===== config.mk =====
export PLATFORM = sky130hd
export DESIGN_NAME = invol_arbiter
export DESIGN_NICKNAME = d
export VERILOG_FILES = /design/src/rtl/invol_arbiter_pkg.sv /design/src/rtl/invol_arbiter_rr_pick.sv /design/src/rtl/invol_arbiter.sv
export SDC_FILE = /design/constraint.sdc
export NUM_CORES = 1
export LEC_CHECK = 0
export BUFFER_PORTS_ARGS = -buffer_cell sky130_fd_sc_hd__buf_4
export CAP_MARGIN = 20
export CORE_AREA = 10 10 132 134
export CTS_CLUSTER_DIAMETER = 100
export DETAILED_ROUTE_END_ITERATION = 8
export DIE_AREA = 0 0 142 144
export PLACE_DENSITY_LB_ADDON = 0.3
export SETUP_SLACK_MARGIN = 0.5
export SLEW_MARGIN = 15
export SYNTH_ARGS = -nofsm -noshare
export SYNTH_HDL_FRONTEND = slang
export SYNTH_HIERARCHICAL = 1
export SYNTH_SLANG_ARGS = --single-unit

===== constraint.sdc =====
create_clock -name clk -period 3 [get_ports clk]
set_input_delay 0.6 -clock clk [delete_from_list [all_inputs] [get_ports clk]]
set_output_delay 0.6 -clock clk [all_outputs]
set_load 0.005 [all_outputs]

===== src/rtl/invol_arbiter_pkg.sv =====
// Shared definitions for the involuntary-response arbiter and its neighbours.
// Holds the arbiter state encoding and the default param word width.
package invol_arbiter_pkg;

    localparam int INVOL_DATA_W = 32;

    typedef enum logic [1:0] {
        ARB_IDLE   = 2'd0,
        ARB_GRANT  = 2'd1,
        ARB_ACTIVE = 2'd2
    } arb_state_t;

endpackage


===== src/rtl/invol_arbiter_rr_pick.sv =====
// Combinational round-robin picker: first requester at or after ptr, wrapping.
// Rotates the request vector, priority-encodes it, then rotates the result back.
module invol_arbiter_rr_pick #(
    parameter int NUNITS = 4,
    localparam int IW = $clog2(NUNITS)
) (
    input  logic [NUNITS-1:0] req,
    input  logic [IW-1:0]     ptr,
    output logic [NUNITS-1:0] onehot,
    output logic [IW-1:0]     index,
    output logic              valid
);

    logic [2*NUNITS-1:0] doubled;
    logic [NUNITS-1:0]   rotated;
    logic [IW-1:0]       offset;
    int                  sum;

    always_comb begin
        doubled = {req, req} >> ptr;
        rotated = doubled[NUNITS-1:0];
        offset  = '0;
        valid   = 1'b0;
        for (int i = NUNITS - 1; i >= 0; i--) begin
            if (rotated[i]) begin
                offset = IW'(i);
                valid  = 1'b1;
            end
        end
        // Explicit wrap so non-power-of-two NUNITS never yields an out-of-range index.
        sum = int'(ptr) + int'(offset);
        if (sum >= NUNITS) sum = sum - NUNITS;
        index  = IW'(sum);
        onehot = valid ? (NUNITS'(1) << index) : '0;
    end

endmodule


===== src/rtl/invol_arbiter.sv =====
// Round-robin owner of the shared involuntary-response path (param stream to the framer).
// Grants only while no host command runs; holds ownership until done or watchdog expiry.
module invol_arbiter
    import invol_arbiter_pkg::*;
#(
    parameter int NUNITS       = 4,
    parameter int DATA_W       = INVOL_DATA_W,
    parameter int TIMEOUT_BITS = 16
) (
    input  logic                     clk,
    input  logic                     rst,
    input  logic [NUNITS-1:0]        unit_req,
    output logic [NUNITS-1:0]        unit_grant,
    input  logic [NUNITS-1:0]        unit_done,
    input  logic [NUNITS*DATA_W-1:0] unit_param_data,
    input  logic [NUNITS-1:0]        unit_param_write,
    input  logic                     cmd_busy,
    output logic                     invol_active,
    output logic [DATA_W-1:0]        param_data,
    output logic                     param_write,
    output logic                     invol_done,
    output logic                     timeout_err,
    output arb_state_t               dbg_state
);

    localparam int IW = $clog2(NUNITS);

    // Handshake: a unit holds unit_req until it sees its one-cycle unit_grant, then streams
    // param words (one per unit_param_write) and ends with a unit_done pulse; anything it
    // sends while not the owner is dropped and must be re-requested.

    arb_state_t              state, state_next;
    logic [IW-1:0]           owner, owner_next;
    logic [IW-1:0]           ptr, ptr_next, owner_plus1;
    logic [TIMEOUT_BITS-1:0] wdog, wdog_next, wdog_inc;
    logic [NUNITS-1:0]       grant_next, pick_onehot;
    logic [IW-1:0]           pick_index;
    logic                    pick_valid;
    logic                    active_next, pwrite_next, done_next, tout_next;
    logic [DATA_W-1:0]       pdata_next, owner_data;

    invol_arbiter_rr_pick #(.NUNITS(NUNITS)) u_rr_pick (
        .req    (unit_req),
        .ptr    (ptr),
        .onehot (pick_onehot),
        .index  (pick_index),
        .valid  (pick_valid)
    );

    always_comb begin
        owner_data = '0;
        for (int i = 0; i < NUNITS; i++) begin
            if (owner == IW'(i)) owner_data = unit_param_data[i*DATA_W +: DATA_W];
        end
    end

    assign owner_plus1 = (owner == IW'(NUNITS - 1)) ? '0 : owner + 1'b1;
    assign wdog_inc    = wdog + 1'b1;
    assign dbg_state   = state;

    always_comb begin
        state_next  = state;
        owner_next  = owner;
        ptr_next    = ptr;
        wdog_next   = wdog;
        grant_next  = '0;
        active_next = invol_active;
        pdata_next  = param_data;
        pwrite_next = 1'b0;
        done_next   = 1'b0;
        tout_next   = 1'b0;
        case (state)
            ARB_IDLE: begin
                if (!cmd_busy && pick_valid) begin
                    owner_next  = pick_index;
                    grant_next  = pick_onehot;
                    active_next = 1'b1;
                    state_next  = ARB_GRANT;
                end
            end
            ARB_GRANT: begin
                wdog_next  = '0;
                state_next = ARB_ACTIVE;
            end
            ARB_ACTIVE: begin
                pdata_next  = owner_data;
                pwrite_next = unit_param_write[owner];
                if (unit_done[owner]) begin
                    done_next   = 1'b1;
                    active_next = 1'b0;
                    ptr_next    = owner_plus1;
                    state_next  = ARB_IDLE;
                end else if (wdog_inc == '1) begin
                    // Counter reaching all-ones marks 2**TIMEOUT_BITS-1 silent ACTIVE cycles.
                    tout_next   = 1'b1;
                    done_next   = 1'b1;
                    pwrite_next = 1'b0;
                    active_next = 1'b0;
                    ptr_next    = owner_plus1;
                    state_next  = ARB_IDLE;
                end else begin
                    wdog_next = wdog_inc;
                end
            end
            default: state_next = ARB_IDLE;
        endcase
    end

    always_ff @(posedge clk or posedge rst) begin
        if (rst) begin
            state        <= ARB_IDLE;
            owner        <= '0;
            ptr          <= '0;
            wdog         <= '0;
            unit_grant   <= '0;
            invol_active <= 1'b0;
            param_data   <= '0;
            param_write  <= 1'b0;
            invol_done   <= 1'b0;
            timeout_err  <= 1'b0;
        end else begin
            state        <= state_next;
            owner        <= owner_next;
            ptr          <= ptr_next;
            wdog         <= wdog_next;
            unit_grant   <= grant_next;
            invol_active <= active_next;
            param_data   <= pdata_next;
            param_write  <= pwrite_next;
            invol_done   <= done_next;
            timeout_err  <= tout_next;
        end
    end

endmodule

==> results of run 1 <==
==> layout make-up <==
| cell class | count | area (um2) |
|---|---|---|
| Clock buffer | 10 | 239 |
| Clock inverter | 6 | 85.1 |
| Fill cell | 1538 | 8630 |
| Inverter | 10 | 37.5 |
| Multi-Input combinational cell | 433 | 2570 |
| Sequential cell | 62 | 1550 |
| Tap cell | 188 | 235 |
| Timing Repair Buffer | 198 | 1510 |
==> synth_stat cells (3+ instances only) <==
library cell | number | share of area
nand2_1 | 121 | 0.11
buf_2 | 6 | 0.0069
o21ai_1 | 3 | 0.0035
o21a_1 | 3 | 0.0052
nand3_2 | 3 | 0.0069
nor4_1 | 4 | 0.0058
a21oi_1 | 34 | 0.039
and2_1 | 5 | 0.0072
nand3_1 | 12 | 0.014
mux2i_1 | 38 | 0.088
clkbuf_1 | 22 | 0.019
ha_1 | 7 | 0.020
nor3_1 | 9 | 0.010
o211ai_1 | 3 | 0.0052
buf_1 | 10 | 0.0087
nand2b_1 | 5 | 0.0072
o31ai_1 | 3 | 0.0052
inv_1 | 10 | 0.0087
mux2_1 | 3 | 0.0078
nand4_1 | 5 | 0.0072
dfrtp_1 | 62 | 0.36
nand4b_1 | 3 | 0.0061
nor2b_1 | 5 | 0.0072
o21ai_0 | 78 | 0.090
nor2_1 | 43 | 0.037
==> stage by stage <==
stage	cell area, um2	hold slack (ns)	setup slack [ns]
finish	6240	0.378	0.603
global route	6240	0.438	0.503
CTS	6220	0.396	0.564
detailed placement	5890	0.471	0.434
global placement	5890	0.464	0.499
floorplan	4320	0.444	0.697
==> power by group through the flow <==
stage / Combinational [mW] / Clock, mW / Sequential, mW
global route: 2.91 / 1.20 / 1.37
detailed placement: 2.62 / 0 / 1.34
floorplan: 1.63 / 0 / 1.28
CTS: 2.62 / 1.16 / 1.33
finish: 2.57 / 1.13 / 1.33
global placement: 2.56 / 0 / 1.32
==> sequential cells by signal, summed over array words and instances (netlist names) <==
| register | count |
|---|---|
| param_write | 1 |
| ptr | 2 |
| invol_active | 1 |
| timeout_err | 1 |
| wdog | 16 |
| owner | 2 |
| param_data | 32 |
| unit_grant | 4 |
| invol_done | 1 |
| dbg_state | 2 |
==> routing by layer <==
layer	wire, um	global-route usage	vias up
li1	-	-	2245
met1	6100	0.159	2002
met2	6770	0.221	155
met3	1630	0.0751	20
met4	306	0.0565	0
met5	0	0	-
==> critical path: stages, from the launching register on <==
cell       delay, ns
dfrtp_1         0.38
buf_4           0.18
and4_1          0.39
a31oi_1         0.14
nor3b_2         0.26
o2111ai_4       0.22
o21ai_4         0.21
mux2_1          0.33
a21o_1          0.18
==> kinds of logic after synthesis <==
| kind of cell | share of synthesized area |
|---|---|
| muxes | 0.109 |
| and+or+nand+nor | 0.250 |
| adders and majority gates | 0.0203 |
| DFF | 0.359 |
| xor gates and xnor gates | 0.00608 |
| AOI/OAI and AO/OA | 0.205 |
| buffers and inverters | 0.0504 |
==> worst min-delay path by stage <==
stage / startpoint / endpoint / cells after the start
6_report: rst / param_data[19] / 2
3_3_place_gp: param_data[2] / param_data[2] / 2
3_5_place_dp: param_data[18] / param_data[18] / 2
2_1_floorplan: wdog[15] / wdog[15] / 1
4_1_cts: rst / param_data[19] / 2
5_1_grt: rst / param_data[19] / 2
==> repair_timing <==
| action | in CTS | in global routing |
|---|---|---|
| setup endpoints to repair | 1 | 4 |
| pin swaps | 1 | 0 |
| resized for setup | 1 | 2 |
| buffers inserted | 1 | 0 |
| hold buffers | 0 | 0 |
==> impl_metrics.json, run 1 <==
{
  "status": "completed",
  "row_count": 45,
  "final_cell_mix": "buf_4 (196), nand2_1 (120), o21ai_0 (78), dfrtp_1 (61), nor2_1 (43)",
  "period_share": 0.799,
  "worstSetupPathType": "reg -> reg",
  "grt_pass1_wl_um": 23000,
  "antenna_found_initial": 0,
  "holdCritPathClass": "in -> async",
  "cts_buffers": 9,
  "drive_above_1_share": 0.334,
  "pwr-share-comb": 0.511,
  "finalSetupViolations": 0,
  "wl_per_cell_um": 16.3,
  "p_total_mw": 5.03,
  "grt_max_degree": 67,
  "synth_ff_type": "dfrtp_1",
  "pin_count": 185,
  "p_clk_frac": 0.225,
  "clock_skew_ns": 0.00405,
  "yosysWarnings": 6,
  "num-nets-final": 864,
  "grt_pass1_vias": 4517,
  "leakagePower_nw": 2.78,
  "syn-cell-area_um2": 4320,
  "initial_core_util": 0.291,
  "dpl.cell_count": 890,
  "portBuffers": 184,
  "detail_route.vias_per_cell": 4.88,
  "finalMaxSlewViolations": 0,
  "rsz0062_at_grt": "no",
  "reg2reg_from": "wdog[1]",
  "htree_levels": 3,
  "period_needed_ns": 2.40,
  "drtIter0Drc": 191,
  "vdd_ir_drop_max_v": 0.000354,
  "cp-end-kind": "flop",
  "fp.dieW_um": 142,
  "die_area_um2": 20400,
  "clk_pin_slew_ns": 0.05,
  "ys_ff_latch": 62,
  "regToRegEndpoint": "wdog[10]",
  "core_area_um2": 14900,
  "root_buffer": "clkbuf_16",
  "switching_share": 0.399,
  "slew_headroom": 0.533,
  "final_cells": 907,
  "finish.utilization": 0.420,
  "power_density_nw_per_um2": 806,
  "postRouteAntennaNets": 0,
  "dp_hpwl_um": 11900,
  "tightest_slew_ns": 0.700,
  "dr.pass1.iters": 4,
  "n_antenna_cell": 0,
  "synthArstFlopShare": 1.00,
  "pwr-share-seq": 0.265,
  "synth_edf_count": 0,
  "cts_tree": "yes",
  "worstPathRequired_ns": 3.23,
  "place_congestion": 0.845,
  "crit_arrival_ns": 2.62,
  "fmax_mhz": 417,
  "reg2reg_depth": 8,
  "cp-startpoint": "wdog[1]",
  "setup_tns_ns": 0,
  "vias": 4422,
  "clk_latency_ns": 0.33,
  "endpoint": "wdog[10]",
  "finalHoldViolations": 0,
  "drv_cap": 0,
  "drc": 0,
  "intPower_mw": 3.02,
  "start_kind": "flop",
  "yosysSeqAreaShare": 0.359,
  "layout_commonest_cell": "buf_4",
  "syn_inst": 546,
  "overflow": 0,
  "ctsLongestPathBuffers": 2,
  "postSynthAreaPerCell_um2": 7.92,
  "cp_max_fo": 10,
  "routed_wl_um": 14800,
  "p_sw_mw": 2.00,
  "syn_to_final_growth_pct": 44.3,
  "synth.distinct_cells": 64,
  "syn_nets": 696,
  "die_h_um": 144,
  "grt_use_total": 0.142,
  "numClockSinks": 62,
  "rrSetupSlack_ns": 0.60
}
Power figures use the tool's default switching activity.
==> run 2, diff against run 1 <==
--- a/config.mk
+++ b/config.mk
@@ -5,12 +5,13 @@
 export SDC_FILE = /design/constraint.sdc
 export NUM_CORES = 1
 export LEC_CHECK = 0
+export ABC_AREA = 1
 export BUFFER_PORTS_ARGS = -buffer_cell sky130_fd_sc_hd__buf_4
 export CAP_MARGIN = 20
-export CORE_AREA = 10 10 132 134
+export CORE_AREA = 10 10 128 130
 export CTS_CLUSTER_DIAMETER = 100
 export DETAILED_ROUTE_END_ITERATION = 8
-export DIE_AREA = 0 0 142 144
+export DIE_AREA = 0 0 138 140
 export PLACE_DENSITY_LB_ADDON = 0.3
 export SETUP_SLACK_MARGIN = 0.5
 export SLEW_MARGIN = 15
==> constraint.sdc (replaced) <==
create_clock -name clk -period 2 [get_ports clk]
set_input_delay 0.4 -clock clk [delete_from_list [all_inputs] [get_ports clk]]
set_output_delay 0.4 -clock clk [all_outputs]
set_load 0.005 [all_outputs]
==> run 2 against run 1 <==
- synthesized cell count rose by 7.5%
- sequential share of layout area fell by 2.5 points
- non-clock buffer count rose by 41
- via count rose by 11%
- combinational power rose by 130%
- clock-buffer cell count rose by 2
- critical path type unchanged
- critical endpoint is now ptr[0]
- largest power group unchanged
- highest routed layer unchanged
==> impl_metrics.json, run 2 <==
{
  "syn_inst": 587,
  "p_sw_mw": 4.11,
  "finalHoldViolations": 0,
  "worstPathRequired_ns": 2.21,
  "synth.distinct_cells": 32,
  "detail_route.vias_per_cell": 4.96,
  "cp_max_fo": 7,
  "synth_edf_count": 0,
  "p_clk_frac": 0.174,
  "synth_compound_area_frac": 0.199,
  "postCtsHoldBufs": 0,
  "die_h_um": 140,
  "maxUsedRoutingLayer": "met4",
  "yosysWarnings": 6,
  "root_buffer": "clkbuf_16",
  "postSynthAreaPerCell_um2": 6.93,
  "reg2reg_from": "wdog[0]",
  "whs_ns": 0.115,
  "crit_path_cell_trace": "ha_4, nand2_4, nor2_4, nand2_1, nand2_1, nand2_2, nor2_2, nand2_2, nor2_4, nand3_4, nand2_4, nand2_4, nand2_2, nand2_1",
  "initial_core_util": 0.295,
  "tightest_slew_ns": 0.634,
  "dpl.cell_count": 940,
  "yosysSeqAreaShare": 0.382,
  "core_area_um2": 13800,
  "worstSetupPathType": "reg -> reg",
  "grt_pass1_wl_um": 25900,
  "leakagePower_nw": 3.29,
  "muxShareOfSynthArea": 0.00246,
  "cts_tree": "yes",
  "fmax_mhz": 513,
  "antenna_found_initial": 0,
  "numClockSinks": 62,
  "syn-cell-area_um2": 4070,
  "syn_nets": 737,
  "pwr-share-seq": 0.212,
  "fp.dieW_um": 138,
  "clock_skew_ns": 0.00714,
  "row_count": 43,
  "vias": 4916,
  "finalMaxSlewViolations": 0,
  "place_congestion": 0.891,
  "largestRegisters": "param_data x32, wdog x16, unit_grant x4",
  "n_antenna_cell": 0,
  "synthArstFlopShare": 1.00,
  "num-nets-final": 956,
  "grt_pass1_vias": 4934,
  "top_register": "param_data",
  "dp_hpwl_um": 11800,
  "syn_to_final_growth_pct": 71.6,
  "status": "completed",
  "clk_pin_slew_ns": 0.06,
  "cts_buffers": 9,
  "slowest_stage": "dfrtp_2",
  "rsz0062_at_grt": "yes",
  "switching_share": 0.424,
  "pwr-share-comb": 0.614,
  "period_share": 0.975,
  "synthSimpleGateAreaFrac": 0.316,
  "portBuffers": 184,
  "routed_wl_um": 16700,
  "synth_top_family_by_area": "simple AND/OR/NAND/NOR gates",
  "m1WireLength_um": 6420,
  "met2_length_um": 8400,
  "overflow": 0,
  "drc": 0,
  "synth_top_cell_area_share": 0.382,
  "period_needed_ns": 1.95,
  "max_stage_delay_ns": 0.42,
  "drv_cap": 0,
  "synthXorXnorAreaFrac": 0.00431,
  "final_cells": 991,
  "postRouteAntennaNets": 0,
  "htree_levels": 3,
  "synthAdderAreaFrac": 0.0215,
  "route.met3.wl_um": 1620,
  "pin_count": 185,
  "start_kind": "flop",
  "power_density_nw_per_um2": 1390,
  "grt_max_degree": 53,
  "yosysTopAreaCell": "dfrtp_1",
  "grt_use_total": 0.160,
  "reg2reg_depth": 14,
  "synth.most_common_cell": "nand2_1",
  "synth_top_cells_by_area": "dfrtp_1 (38%), nand2_1 (14%), a21oi_1 (8.4%), a22oi_1 (5.9%), nor2_1 (5.5%)",
  "drive_above_1_share": 0.499,
  "ctsLongestPathBuffers": 2,
  "slew_headroom": 0.576,
  "layout_commonest_cell": "buf_4",
  "intPower_mw": 5.59,
  "crit_arrival_ns": 2.16,
  "regToRegEndpoint": "ptr[0]",
  "dr.pass1.iters": 4,
  "largest_register_ffs": 32,
  "cp-end-kind": "flop",
  "finalSetupViolations": 0,
  "die_area_um2": 19300,
  "ys_ff_latch": 62,
  "rrSetupSlack_ns": 0.05,
  "yosys-top-cells-count": "nand2_1 (157), a21oi_1 (68), dfrtp_1 (62), nor2_1 (60), inv_1 (40)",
  "clk_latency_ns": 0.32,
  "vdd_ir_drop_max_v": 0.000718,
  "final_cell_mix": "buf_4 (222), nand2_1 (133), dfrtp_1 (55), nor2_1 (50), a21oi_1 (41)",
  "drtIter0Drc": 193,
  "synth_ff_type": "dfrtp_1",
  "holdCritPathClass": "in -> async",
  "wl_per_cell_um": 16.8
}
run 2: changes by cell type after synthesis, moves of 30 or more:
cell | previous run | this run
o21ai_0 | 78 | 37
mux2i_1 | 38 | 1
nand2_1 | 121 | 157
a21oi_1 | 34 | 68
a22oi_1 | 0 | 32
inv_1 | 10 | 40
run 2: power groups by stage:
stage	logic [mW]	registers, mW	clock network, mW
after floorplan	2.58	2.05	0
after detailed placement	4.29	2.06	0
after CTS	5.01	2.05	1.72
final	5.95	2.06	1.69
after global placement	4.30	2.05	0
after global routing	6.51	2.12	1.79
run 2: per-stage QoR:
step | utilization | power, mW | worst slack (ns) | instance area (um2) | TNS [ns]
floorplan | - | 4.64 | 0.192 | 4140 | 0
global placement | 0.421 | 6.35 | 0.0409 | 5800 | 0
detailed placement | 0.421 | 6.35 | 0.00944 | 5800 | 0
CTS | 0.470 | 8.78 | 0.0892 | 6470 | 0
global route | 0.506 | 10.4 | -0.0709 | 6980 | -0.940
finish | 0.506 | 9.70 | 0.0497 | 6980 | 0
run 2: layout make-up:
type | instances | area, um2
Fill cell | 1341 | 6800
Clock inverter | 4 | 70.1
Tap cell | 180 | 225
Inverter | 46 | 185
Clock buffer | 12 | 256
Multi-Input combinational cell | 448 | 2740
Timing Repair Buffer | 239 | 1940
Sequential cell | 62 | 1560
run 2: per-layer routing:
layer,vias up,track usage
met1,2308,0.179
met4,0,0.0311
met3,18,0.0751
met5,-,0
li1,2423,-
met2,167,0.275
run 2: worst max path at each step:
stage / endpoint / from / cells after the start
6_report: ptr[0] / wdog[0] / 14
5_1_grt: ptr[1] / wdog[1] / 14
4_1_cts: wdog[9] / wdog[1] / 12
3_5_place_dp: wdog[5] / wdog[1] / 12
3_3_place_gp: wdog[9] / wdog[1] / 11
2_1_floorplan: wdog[0] / wdog[1] / 13
run 2: worst max-delay path: cells and delay by family (launching register included):
kind          cells  cell delay (ns)
flops             1             0.42
simple gates     13             1.25
fa+ha+maj         1             0.17
run 2: cells by family after synthesis:
logic type / after synthesis
fa+ha+maj: 7
mux: 1
simple gates: 293
xor+xnor: 2
flops: 62
buf+inv: 79
compound gates: 143
run 2: timing repair:
action	4_1_cts	5_1_grt
buffers inserted	17	12
gates resized for setup	53	126
endpoints found under the setup margin	62	62
pin swaps	29	66
cloned	5	1
==> run 3, diff against run 2 <==
--- a/config.mk
+++ b/config.mk
@@ -13,7 +13,6 @@
 export DETAILED_ROUTE_END_ITERATION = 8
 export DIE_AREA = 0 0 138 140
 export PLACE_DENSITY_LB_ADDON = 0.3
-export SETUP_SLACK_MARGIN = 0.5
 export SLEW_MARGIN = 15
 export SYNTH_ARGS = -nofsm -noshare
 export SYNTH_HDL_FRONTEND = slang
==> run 3 against run 2 <==
- the flow now finishes with violations (negative setup slack)
- flip-flop and latch count did not move
- fmax fell by 4.8%
- global-route usage fell by 0.79 points
- critical endpoint is now wdog[6]
- highest routed layer unchanged
==> impl_metrics.json, run 3 (synthesis gave the netlist of run 2 again) <==
{
  "status": "finished with violations",
  "violations": "negative setup slack",
  "pwr-share-comb": 0.556,
  "finalSetupViolations": 19,
  "pwr-share-seq": 0.252,
  "finalHoldViolations": 0,
  "postRouteAntennaNets": 0,
  "final_cells": 964,
  "switching_share": 0.421,
  "fmax_mhz": 488,
  "core_area_um2": 13800,
  "dpl.cell_count": 939,
  "pin_count": 185,
  "drc": 0,
  "vdd_ir_drop_max_v": 0.000607,
  "rsz0062_at_grt": "yes",
  "grt_max_degree": 65,
  "place_congestion": 0.893,
  "row_count": 43,
  "routed_wl_um": 16000,
  "die_h_um": 140,
  "largest_register_ffs": 32,
  "htree_levels": 3,
  "top_register": "param_data",
  "finalMaxSlewViolations": 0,
  "clock_skew_ns": 0.00601,
  "dpl_cell_area_um2": 5760,
  "worstSetupPathType": "reg -> reg",
  "portBuffers": 184,
  "p_sw_mw": 3.46,
  "layout_commonest_cell": "buf_4",
  "p_clk_frac": 0.193,
  "detail_route.vias_per_cell": 4.88,
  "cp.buffers_inverters": 2,
  "finish.utilization": 0.458,
  "ctsLongestPathBuffers": 2,
  "root_buffer": "clkbuf_16",
  "vias": 4700,
  "intPower_mw": 4.76,
  "cp_max_fo": 8,
  "num-nets-final": 929,
  "finalInstanceArea_um2": 6310,
  "worstPathRequired_ns": 2.21,
  "leakagePower_nw": 3.09,
  "dp_hpwl_um": 11800,
  "clk_pin_slew_ns": 0.05,
  "cts_buffers": 9,
  "regArea_um2": 1560,
  "tightest_slew_ns": 0.616,
  "grt_pass1_wl_um": 24700,
  "setup_ws_ns": -0.0486,
  "grt_use_total": 0.153,
  "whs_ns": 0.146,
  "dr.pass1.iters": 5,
  "cts_tree": "yes",
  "wl_per_cell_um": 16.6,
  "crit_arrival_ns": 2.26,
  "multi_input_area_um2": 2380,
  "power_density_nw_per_um2": 1300,
  "syn_to_final_growth_pct": 55.3,
  "slowest_stage": "dfrtp_1",
  "antenna_found_initial": 0,
  "n_antenna_cell": 0,
  "drv_cap": 0,
  "fill_cells": 1427,
  "crit_path_cell_trace": "buf_6, nand2_4, nor2_4, nand2_4, nor2_4, nand2_2, nand2_2, nand2_1, nor2_2, nand3_4, buf_6, nand4_1, nand2_1",
  "grt_pass1_vias": 4833,
  "start_kind": "flop",
  "overflow": 0,
  "final_cell_mix": "buf_4 (203), nand2_1 (142), a21oi_1 (68), dfrtp_1 (59), nor2_1 (51)",
  "initial_core_util": 0.295,
  "crit_family": "simple AND/OR/NAND/NOR gates",
  "max_stage_delay_ns": 0.43,
  "cp-end-kind": "flop",
  "clk_latency_ns": 0.33,
  "fp.dieW_um": 138,
  "drtIter0Drc": 212,
  "numClockSinks": 62,
  "period_needed_ns": 2.05,
  "drive_above_1_share": 0.365,
  "slew_headroom": 0.588,
  "die_area_um2": 19300,
  "postCtsHoldBufs": 0,
  "place_ws_ns": 0.0126,
  "period_share": 1.02,
  "holdCritPathClass": "in -> async",
  "largestRegisters": "param_data x32, wdog x16, unit_grant x4"
}
## run 3: changes by cell type in the layout (fill, tap and decap cells not counted), sizes merged
cell / before / now
inv: 43 / 44
bufinv: 2 / 1
clkbuf: 13 / 14
buf: 238 / 211
clkinv: 4 / 3
## run 3: cell type report
cell class              count  share of cell area
flip-flops and latches     62               0.246
well taps                 180              0.0357
repair buffers            212               0.265
inverters                  46              0.0275
multi-input cells         448               0.377
clock buffers              13              0.0412
clock inverters             3             0.00674
## run 3: stage by stage
stage | power, mW | TNS (ns)
final | 8.22 | -0.552
after global routing | 8.94 | -3.66
after CTS | 7.99 | 0
after detailed placement | 6.37 | 0
after global placement | 6.36 | 0
after floorplan | 4.47 | 0
## run 3: worst paths after layout
kind | from | to | slack (ns) | cells after the start
setup / recovery | wdog[1] | wdog[6] | -0.05 | 13
hold / removal | rst | wdog[10] | 0.15 | 3
setup reg to reg | wdog[1] | wdog[6] | -0.05 | 13
hold reg to reg | invol_active | invol_active | 0.51 | 2
max in group asynchronous | rst | wdog[8] | 1.57 | 3
min in group clk | unit_param_data[117] | param_data[21] | 0.36 | 3
## run 3: worst reg2reg max path, delay by kind of cell, from the launching register on
kind / cells / cell delay [ns]
buf+inv: 2 / 0.34
flops: 1 / 0.43
simple gates: 11 / 1.16
## run 3: per-layer routing
metal	global-route usage	share of wire
met1	0.166	0.39
met2	0.256	0.49
met3	0.0852	0.11
met4	0.0289	0.010
met5	0	0
## run 3: power by group through the flow
stage          Sequential [mW]  Clock [mW]  Combinational (mW)
6_report                  2.07        1.58                4.57
4_1_cts                   2.06        1.62                4.32
3_5_place_dp              2.06           0                4.31
3_3_place_gp              2.05           0                4.31
2_1_floorplan             2.05           0                2.42
5_1_grt                   2.13        1.68                5.14
## run 3: timing repair
| action | CTS | global route |
|---|---|---|
| setup buffers | 0 | 6 |
| pin swaps | 0 | 28 |
| resized for setup | 2 | 47 |
| endpoints found under the setup margin | 4 | 29 |
| hold endpoints to repair | 0 | 0 |
| gates cloned | 0 | 3 |
